### src/rtl/vlsu_hold_req.sv
// Vector load/store sequencer: issues a strided multi-beat memory operation,
// writes load beats into the VRF and raises the pipeline hold request.
module vlsu_hold_req #(
   parameter int unsigned ADDR_W  = 32,
   parameter int unsigned DATA_W  = 32,
   parameter int unsigned CNT_W   = 8,
   parameter int unsigned MAX_OUT = 4
) (
   input  logic              clk,
   input  logic              rstn,
   input  logic              issue_valid_i,
   output logic              issue_ready_o,
   input  logic              issue_is_store_i,
   input  logic [ADDR_W-1:0] issue_base_i,
   input  logic [ADDR_W-1:0] issue_stride_i,
   input  logic [CNT_W-1:0]  issue_nbeats_i,
   input  logic [3:0]        hold_ctrl_i,
   output logic [3:0]        hold_req_o,
   output logic              mem_req_o,
   output logic              mem_we_o,
   output logic [ADDR_W-1:0] mem_addr_o,
   output logic [DATA_W-1:0] mem_wdata_o,
   input  logic              mem_gnt_i,
   input  logic              mem_rvalid_i,
   input  logic [DATA_W-1:0] mem_rdata_i,
   input  logic [DATA_W-1:0] st_data_i,
   output logic              st_data_pop_o,
   output logic              vrf_we_o,
   output logic [CNT_W-1:0]  vrf_idx_o,
   output logic [DATA_W-1:0] vrf_wdata_o,
   output logic              done_o
);

   localparam logic [3:0] MAX_OUT_L = 4'(MAX_OUT);

   typedef enum logic [1:0] {
      IDLE,
      ISSUE,
      DRAIN,
      DONE
   } state_t;

   state_t            state_q, state_d;
   logic              is_store_q;
   logic [ADDR_W-1:0] stride_q;
   logic [ADDR_W-1:0] addr_q;
   logic [CNT_W-1:0]  nbeats_q;
   logic [CNT_W-1:0]  issued_q;
   logic [CNT_W-1:0]  resp_q;
   logic [3:0]        outst_q, outst_d;

   logic accept;
   logic in_issue;
   logic busy;
   logic req;
   logic grant;
   logic rsp;
   logic last_grant;

   // Only the VLSU hold bit affects this block.
   logic unused_hold;
   assign unused_hold = ^hold_ctrl_i[2:0];

   assign accept     = (state_q == IDLE) & issue_valid_i;
   assign in_issue   = (state_q == ISSUE);
   assign busy       = (state_q != IDLE);
   assign req        = in_issue & ~hold_ctrl_i[3] & (is_store_q | (outst_q < MAX_OUT_L));
   assign grant      = req & mem_gnt_i;
   assign rsp        = mem_rvalid_i & ~is_store_q & ((state_q == ISSUE) | (state_q == DRAIN));
   assign last_grant = grant & (issued_q == (nbeats_q - 1'b1));

   // A grant and a response in the same cycle cancel out.
   always_comb begin
      outst_d = outst_q;
      if (grant & ~is_store_q & ~rsp) begin
         outst_d = outst_q + 4'd1;
      end else if (rsp & ~(grant & ~is_store_q) & (outst_q != 4'd0)) begin
         outst_d = outst_q - 4'd1;
      end
   end

   always_comb begin
      state_d = state_q;
      case (state_q)
         IDLE: begin
            if (issue_valid_i) begin
               state_d = (issue_nbeats_i == '0) ? DONE : ISSUE;
            end
         end
         ISSUE: begin
            if (last_grant) begin
               state_d = is_store_q ? DONE : DRAIN;
            end
         end
         DRAIN: begin
            if (outst_d == 4'd0) begin
               state_d = DONE;
            end
         end
         DONE: begin
            state_d = IDLE;
         end
         default: begin
            state_d = IDLE;
         end
      endcase
   end

   always_ff @(posedge clk) begin
      if (!rstn) begin
         state_q <= IDLE;
      end else begin
         state_q <= state_d;
      end
   end

   always_ff @(posedge clk) begin
      if (!rstn) begin
         is_store_q <= 1'b0;
         stride_q   <= '0;
         addr_q     <= '0;
         nbeats_q   <= '0;
         issued_q   <= '0;
         resp_q     <= '0;
         outst_q    <= '0;
      end else if (accept) begin
         is_store_q <= issue_is_store_i;
         stride_q   <= issue_stride_i;
         addr_q     <= issue_base_i;
         nbeats_q   <= issue_nbeats_i;
         issued_q   <= '0;
         resp_q     <= '0;
         outst_q    <= '0;
      end else begin
         outst_q <= outst_d;
         if (grant) begin
            addr_q   <= addr_q + stride_q;
            issued_q <= issued_q + 1'b1;
         end
         if (rsp) begin
            resp_q <= resp_q + 1'b1;
         end
      end
   end

   assign issue_ready_o = (state_q == IDLE);
   assign done_o        = (state_q == DONE);
   assign hold_req_o    = {1'b0, ~is_store_q & ((state_q == ISSUE) | (state_q == DRAIN)), busy, busy};

   assign mem_req_o     = req;
   assign mem_we_o      = in_issue & is_store_q;
   assign mem_addr_o    = in_issue ? addr_q : '0;
   assign mem_wdata_o   = (in_issue & is_store_q) ? st_data_i : '0;
   assign st_data_pop_o = grant & is_store_q;

   assign vrf_we_o      = rsp;
   assign vrf_idx_o     = rsp ? resp_q : '0;
   assign vrf_wdata_o   = rsp ? mem_rdata_i : '0;

endmodule

### config.mk
export PLATFORM = sky130hd
export DESIGN_NAME = vlsu_hold_req
export DESIGN_NICKNAME = d
export VERILOG_FILES = /design/src/rtl/vlsu_hold_req.sv
export SDC_FILE = /design/constraint.sdc
export NUM_CORES = 1
export LEC_CHECK = 0
export BUFFER_PORTS_ARGS = -buffer_cell sky130_fd_sc_hd__buf_2
export CAP_MARGIN = 25
export CELL_PAD_IN_SITES_DETAIL_PLACEMENT = 1
export CELL_PAD_IN_SITES_GLOBAL_PLACEMENT = 1
export CORE_AREA = 4 4 139 141
export DETAILED_ROUTE_END_ITERATION = 12
export DIE_AREA = 0 0 143 145
export PLACE_DENSITY_LB_ADDON = 0.1
export SYNTH_ARGS = -nofsm -noshare
export SYNTH_HDL_FRONTEND = slang
export SYNTH_SLANG_ARGS = --single-unit
### constraint.sdc
create_clock -name clk -period 6.2 [get_ports clk]
set_clock_uncertainty 0.05 [all_clocks]
set_input_delay 1.86 -clock clk [delete_from_list [all_inputs] [get_ports clk]]
set_output_delay 1.86 -clock clk [all_outputs]
set_load 0.02 [all_outputs]
* Yosys cells after proc, flatten, opt, wreduce, memory -nomap -nowiden
Index checks and enable logic that the tools add are counted.
Word-level totals: RAM bits 0, bits in latches 0, bits of input ports 146, bits in read-only memories 0, register bits 95, memories kept 0
Cells by class: bitwise logic cells 21, muxes and demuxes 14, order comparisons 1, divide/modulo/power cells 0, multiply operators 0, shifts and indexed selects 0, add/sub/neg operators 6, equal/unequal tests 7, reductions and logical operators 8
Operators with widths (number):
- 2-to-1 mux 32 bit | 5
- adder 32 bit | 1
- adder 8 x 1 -> 8 bit (second input constant) | 2
- bitwise AND 1 bit | 14
- == test 8 bit | 1
- logical NOT 8 bit | 1
- 2-to-1 mux 2 bit | 4
- 2-to-1 mux 4 bit | 2
- 2-to-1 mux 8 bit | 1
- one-hot mux 2 bit (4 select lines) | 1
- subtractor 8 x 1 -> 8 bit (second input constant) | 1
- inverter 1 bit | 5
- adder 4 x 1 -> 4 bit (second input constant) | 1
- == test 2 bit (second input constant) | 2
- logical NOT 4 bit | 1
- less-than comparator 4 x 3 -> 1 bit (second input constant) | 1
- inequality test 2 x 1 -> 1 bit (second input constant) | 2
- nonzero test 2 bit | 2
- nonzero test 4 bit | 1
- subtractor 4 x 1 -> 4 bit (second input constant) | 1
- AND reduction 3 bit | 1
- == test 2 x 1 -> 1 bit (second input constant) | 1
- logical NOT 2 bit | 1
- inequality test 2 bit (second input constant) | 1
- other kinds (3) | 4

* Depth between registers and ports, before layout
Gate-level depths: netlist of run 1.
depth after elaboration 13, gate-level depth with buffers 13, gate-level depth less buffers 13

* Worst setup path after synthesis of run 1
No wires, ideal clock.
path kind input to output, from input port mem_rvalid_i, to output port vrf_wdata_o[21], buffers on the path 2, setup slack 1754 ps, stages on the path 3, arrival time 2536 ps, cells stage by stage clkbuf_1 > clkbuf_1 > and3_1
Between the ends: longest elaborated chain between the ends 3
Ends and longest elaborated chain:
- from (decl) | line 24 | input logic mem_rvalid_i,
- bitwise AND 1 bit (2 in series) | line 69 | assign rsp = mem_rvalid_i & ~is_store_q & ((state_q == ISSUE) | (state_q == DRAIN));
- 2-to-1 mux 32 bit | line 158 | assign vrf_wdata_o = rsp ? mem_rdata_i : '0;
- to (decl) | line 30 | output logic [DATA_W-1:0] vrf_wdata_o,
Every way passes these cells.

* Worst setup path after layout of run 1
from input port mem_rvalid_i, to output port vrf_we_o
Between the ends: longest elaborated chain between the ends 2
Ends and longest elaborated chain:
- bitwise AND 1 bit (2 in series) | line 69
- to (decl) | line 28 | output logic vrf_we_o,
Every way passes these cells.

==> impl_metrics.tcl, run 1 <==
set metrics [dict create \
    drive_gt1_share_pct 27.56 \
    vdd_drop_max_uv 240.6 \
    async_flop_share_pct 0 \
    grt_usage_pct 20.39 \
    ys_seq_area_share_pct 28.84 \
    htree_levels 3 \
    maxCapViolations 0 \
    place_inst 1303 \
    stdcell_count 1321 \
    nets 1274 \
    yosys_register_bits 95 \
    regToRegStartpoint "state_q[0]" \
    fmax_ghz 0.2031 \
    fp-row-count 49 \
    cp.arrival_ns 3.01 \
    status "finished clean" \
    syn_area_um2 6595 \
    drt_first_pass_iters 4 \
    synth_edf_count 0 \
    cts_tree "built" \
    worstPathRequired_ns 4.29 \
    synthToLayoutAreaGrowth_pct 25.93 \
    final-setup-viol-count 0 \
    crit_type "in2out" \
    drt-total-wl_um 22040 \
    min_period_ns 4.923 \
    die_area_um2 20740 \
    fp.dieH_um 145 \
    synth_area_leaders "dfxtp_1 (29%), nand2_1 (8.4%), ha_1 (7.6%), and3_1 (7.4%), a21oi_1 (6.2%)" \
    slew_violations 0 \
    hold_class "reg2reg" \
    synth_top_area_share_pct 28.84 \
    power_density_nw_per_um2 333.0 \
    clock_path_buffers 2 \
    hpwlAfterDp_um 16250 \
    drcViolationCount 0 \
    ys.flop_type "dfxtp_1" \
    slew_headroom_pct 39.71 \
    multiInputGateArea_um2 4372 \
    via_per_inst 5.240 \
    dr.first_iter.drc_count 157 \
    grt_pass1_vias 6896 \
    synthDistinctLibCells 67 \
    setup.worst_path.start "mem_rvalid_i" \
    leakagePower_nw 4.200 \
    syn_area_per_cell_um2 7.494 \
    antenna_found_initial 0 \
    regArea_um2 1902 \
    ant_nets 0 \
    final.period_utilization_pct 79.41 \
    ios 260 \
    worstHoldStart "stride_q[7]" \
    cts_hold_buf 0 \
    finalHoldViolCount 0 \
    final.setup.tns_ns 0 \
    gp_congestion 0.7495 \
    antenna_cells 0 \
    dpl_worst_slack_ns 1.302 \
    path_clk_slew_ns 0.07 \
    timing.rr.end "state_q[1]" \
    die_width_um 143 \
    grt_pass1_wl_um 35050 \
    start_util_pct 36.71 \
    syn_nets 1067 \
    yosysWarningCount 0 \
    cts_sinks 95 \
    cts_root_buf "clkbuf_16" \
    endpoint_kind "primary output" \
    vias 6922 \
    n_fill_cell 2351 \
    worst_pin_slew_ns 0.9039 \
    rr_worst_depth 11 \
    portBuffers 255 \
    clock_latency_ns 0.35 \
    grt_max_degree 69 \
    cts_setup_buffers 0 \
    critical_path.endpoint "vrf_we_o" \
    synthCells 880 \
    drt-wirelength-per-cell_um 16.68 \
    rsz0062_at_grt "false" \
    numCtsBuffers 9 \
    grt_remaining_overflow 0 \
    cp-start-kind "primary input" \
    worst_slack_ns 1.277 \
    crit_fanout 41 \
    placeableCoreArea_um2 17960 \
    cts_resized 0 \
    ff2ff_setup_slack_ns 2.58 \
    yosys.area.top_type "dfxtp_1" \
]
-- registers in the layout (all words and copies together) (netlist names) --
register	cells
addr_q	32
is_store_q	1
issued_q	8
nbeats_q	8
outst_q	4
resp_q	8
state_q	2
stride_q	32
-- placed cells by master (no fill, tap or decap), drive strengths merged, types with 25 or more instances in the layout --
cell type / netlist / routed
and3: 78 / 78
ha: 40 / 40
a21oi: 83 / 83
dfxtp: 95 / 95
and2: 36 / 36
xnor2: 25 / 25
o21ai: 38 / 38
nand2: 149 / 149
buf: 9 / 262
nor2: 56 / 56
-- worst min-delay path by stage --
stage                     cells past startpoint            to
after floorplan                               2   stride_q[0]
after global placement                        2  stride_q[13]
after detailed placement                      2  stride_q[14]
after CTS                                     2  stride_q[14]
after global routing                          2  stride_q[14]
final                                         2   stride_q[7]
-- logic make-up (layout without fill, tap and decap cells) --
| family | Yosys count | after routing | synth area share (%) |
|---|---|---|---|
| AO/OA/AOI/OAI | 219 | 219 | 22.03 |
| other | 1 | 1 | 0.05686 |
| AND/OR/NAND/NOR | 386 | 386 | 28.99 |
| flip-flops | 95 | 95 | 28.84 |
| adder cells (fa/ha/maj) | 41 | 41 | 7.892 |
| buffers and inverters | 86 | 298 | 5.217 |
| multiplexers | 4 | 4 | 0.6071 |
| XOR/XNOR | 48 | 48 | 6.374 |
-- cell usage after synthesis, types with 15 or more instances --
master / instances
nand2_1: 147
and3_1: 78
and2_1: 36
a21o_1: 15
xnor2_1: 25
ha_1: 40
clkbuf_1: 57
dfxtp_1: 95
nand3_1: 20
a21oi_1: 82
inv_1: 20
xor2_1: 23
o21ai_0: 34
nor2_1: 56
-- per-stage QoR --
step | area [um^2] | power (mW) | util (%) | hold slack, ns
5_1_grt | 8305 | 2.977 | 46.24 | 0.4341
3_5_place_dp | 7949 | 2.170 | 44.25 | 0.4052
3_3_place_gp | 7949 | 2.143 | 44.25 | 0.4006
6_report | 8305 | 2.766 | 46.24 | 0.4128
4_1_cts | 8265 | 2.782 | 46.01 | 0.4166
2_1_floorplan | 6595 | 1.804 | - | 0.3906
-- worst max-delay path, cell delays in order --
cell,delay (ns)
buf_2,0.44
and2_1,0.46
buf_2,0.25
-- where the power goes --
part	total (mW)	switching [mW]	internal, mW
Sequential	0.806	0.0860	0.720
Combinational	1.36	0.873	0.489
Clock	0.598	0.260	0.338
-- cell type report --
| type | count | area share (%) |
|---|---|---|
| inverters | 20 | 0.9039 |
| clock inverters | 5 | 0.7683 |
| well taps | 229 | 3.450 |
| flip-flops and latches | 95 | 22.90 |
| repair buffers | 262 | 16.30 |
| multi-input cells | 699 | 52.64 |
| clock buffers | 11 | 3.043 |
-- routing by layer --
metal  GRT usage [%]  routed length [um]
met4           4.563                 257
met5               0                   0
met1           26.27               10060
met2           35.93               10580
met3           2.863                1139
No activity file was read; power rests on OpenSTA's default activity.
==> run 2, diff against run 1 <==
Settings changed: CORE_AREA 4 4 139 141 to 4 4 143 145, DIE_AREA 0 0 143 145 to 0 0 147 149.
Clock period 6.2 ns to 5 ns, I/O delays scaled along.
==> run 2 against run 1 <==
Die area rose by 5.6%. Total power rose by 21%. Critical path type unchanged. Clock-buffer cell count fell by 2. Via count rose by 0.20%. Largest cell class unchanged. Critical endpoint unchanged.
==> impl_metrics.tcl, run 2 (synthesized netlist as in run 1, its figures left out) <==
set metrics [dict create \
    vdd_drop_max_uv 185.8 \
    dpl_worst_slack_ns 0.8468 \
    placeableCoreArea_um2 19210 \
    fmax_ghz 0.2410 \
    status "finished clean" \
    clock_latency_ns 0.36 \
    path_clk_slew_ns 0.08 \
    synthToLayoutAreaGrowth_pct 25.69 \
    hold_class "reg2reg" \
    worstHoldStart "stride_q[7]" \
    switchingPower_mw 1.515 \
    cts_tree "built" \
    met1_usage_pct 24.66 \
    p_clk_share_pct 19.9 \
    grt_remaining_overflow 0 \
    drt_first_pass_iters 5 \
    worst_slack_ns 0.8506 \
    p_seq_share_pct 29.9 \
    p_int_mw 1.829 \
    final-setup-viol-count 0 \
    placed_cell_area_um2 8016 \
    cts_resized 0 \
    power_density_nw_per_um2 403.4 \
    ios 260 \
    vias 6936 \
    clock_path_buffers 2 \
    grt_max_degree 55 \
    rr_worst_depth 11 \
    cp.arrival_ns 2.60 \
    mostFrequentLayoutCell "buf_2" \
    worst_pin_slew_ns 0.7275 \
    crit_top_cell "buf_2" \
    cts_sinks 95 \
    ff2ff_setup_slack_ns 1.36 \
    grt_pass1_vias 6841 \
    whs_path_depth 2 \
    largestRegisters "addr_q: 32 flops, stride_q: 32 flops" \
    final_core_util_pct 43.16 \
    drive_gt1_share_pct 27.54 \
    fp.dieH_um 149 \
    portBuffers 255 \
    path_cells "buf_2, and2_1, buf_2" \
    slew_violations 0 \
    numCtsBuffers 9 \
    via_per_inst 5.108 \
    busiest_layer "met2" \
    drcViolationCount 0 \
    crit_type "in2out" \
    nets 1275 \
    grt_pass1_wl_um 34740 \
    met2_usage_pct 33.56 \
    grt_usage_pct 19.14 \
    start_util_pct 34.34 \
    hold-path-endpoint "stride_q[7]" \
    final.period_utilization_pct 82.99 \
    leakagePower_nw 4.173 \
    cp-start-kind "primary input" \
    antenna_cells 0 \
    crit_fanout 41 \
    cts_root_buf "clkbuf_16" \
    fin_area_um2 8289 \
    endpoint_kind "primary output" \
    cts_setup_buffers 0 \
    drt-total-wl_um 21890 \
    maxCapViolations 0 \
    regToRegStartpoint "state_q[0]" \
    finalHoldViolCount 0 \
    htree_levels 3 \
    worstPathRequired_ns 3.45 \
    hpwlAfterDp_um 16440 \
    die_area_um2 21900 \
    final.setup.tns_ns 0 \
    dr.first_iter.drc_count 153 \
    fp-row-count 51 \
    die_width_um 147 \
    cts_hold_buf 0 \
    rsz0062_at_grt "false" \
    ant_nets 0 \
    min_period_ns 4.149 \
    drt-wirelength-per-cell_um 16.12 \
    gp_congestion 0.7662 \
    antenna_found_initial 0 \
    final_cell_mix "buf_2 (255), nand2_1 (146), dfxtp_1 (95)" \
    met3_usage_pct 3.282 \
    slew_headroom_pct 51.38 \
    swShare_pct 45.30 \
    crit_slowest_cell "and2_1" \
    p_comb_share_pct 50.2 \
    holdWs_ns 0.4157 \
    cpPeakStageDelay_ns 0.44 \
    timing.rr.end "state_q[1]" \
]
-- run 2: cell count changes in the layout (fill, tap and decap cells not counted), sizes merged --
cell      before  now
bufinv         1    0
buf          262  263
clkinv         2    4
clkbuf        11    9
clkinvlp       1    2
-- run 2: worst max-delay path, delay by kind of cell --
kind / cells / cell delay, ns
buf+inv: 2 / 0.65
simple gates: 1 / 0.44
-- run 2: routing by layer --
metal	wire length, um	vias to the layer above
met5	0	-
met4	212	0
met3	1082	13
met2	10390	154
met1	10210	3266
li1	-	3503
-- run 2: power by group through the flow --
stage / clock [mW] / combinational (mW) / sequential [mW]
global placement: 0 / 1.67 / 1.02
CTS: 0.691 / 1.70 / 1.00
floorplan: 0 / 1.26 / 0.979
global route: 0.717 / 1.87 / 1.02
detailed placement: 0 / 1.69 / 1.02
finish: 0.667 / 1.68 / 1.00
-- run 2: area by class of cell --
class / instances / area, um^2
Inverter: 20 / 75.07
Multi-Input combinational cell: 699 / 4372
Clock buffer: 9 / 225.2
Sequential cell: 95 / 1902
Clock inverter: 7 / 47.55
Timing Repair Buffer: 263 / 1336
Fill cell: 2470 / 10920
Tap cell: 265 / 331.6
-- run 2: worst max path at each step --
stage / start / endpoint / slack [ns] / cells past startpoint
3_5_place_dp: mem_rvalid_i / vrf_we_o / 0.85 / 3
3_3_place_gp: mem_rvalid_i / vrf_we_o / 0.85 / 3
4_1_cts: mem_rvalid_i / vrf_we_o / 0.83 / 3
2_1_floorplan: mem_rvalid_i / vrf_wdata_o[21] / 1.27 / 3
5_1_grt: mem_rvalid_i / vrf_we_o / 0.74 / 3
6_report: mem_rvalid_i / vrf_we_o / 0.85 / 3
-- run 2: through the flow --
stage | power, mW | std cells
floorplan | 2.237 | 880
global placement | 2.684 | 1342
detailed placement | 2.711 | 1342
CTS | 3.396 | 1358
global route | 3.612 | 1358
finish | 3.344 | 1358
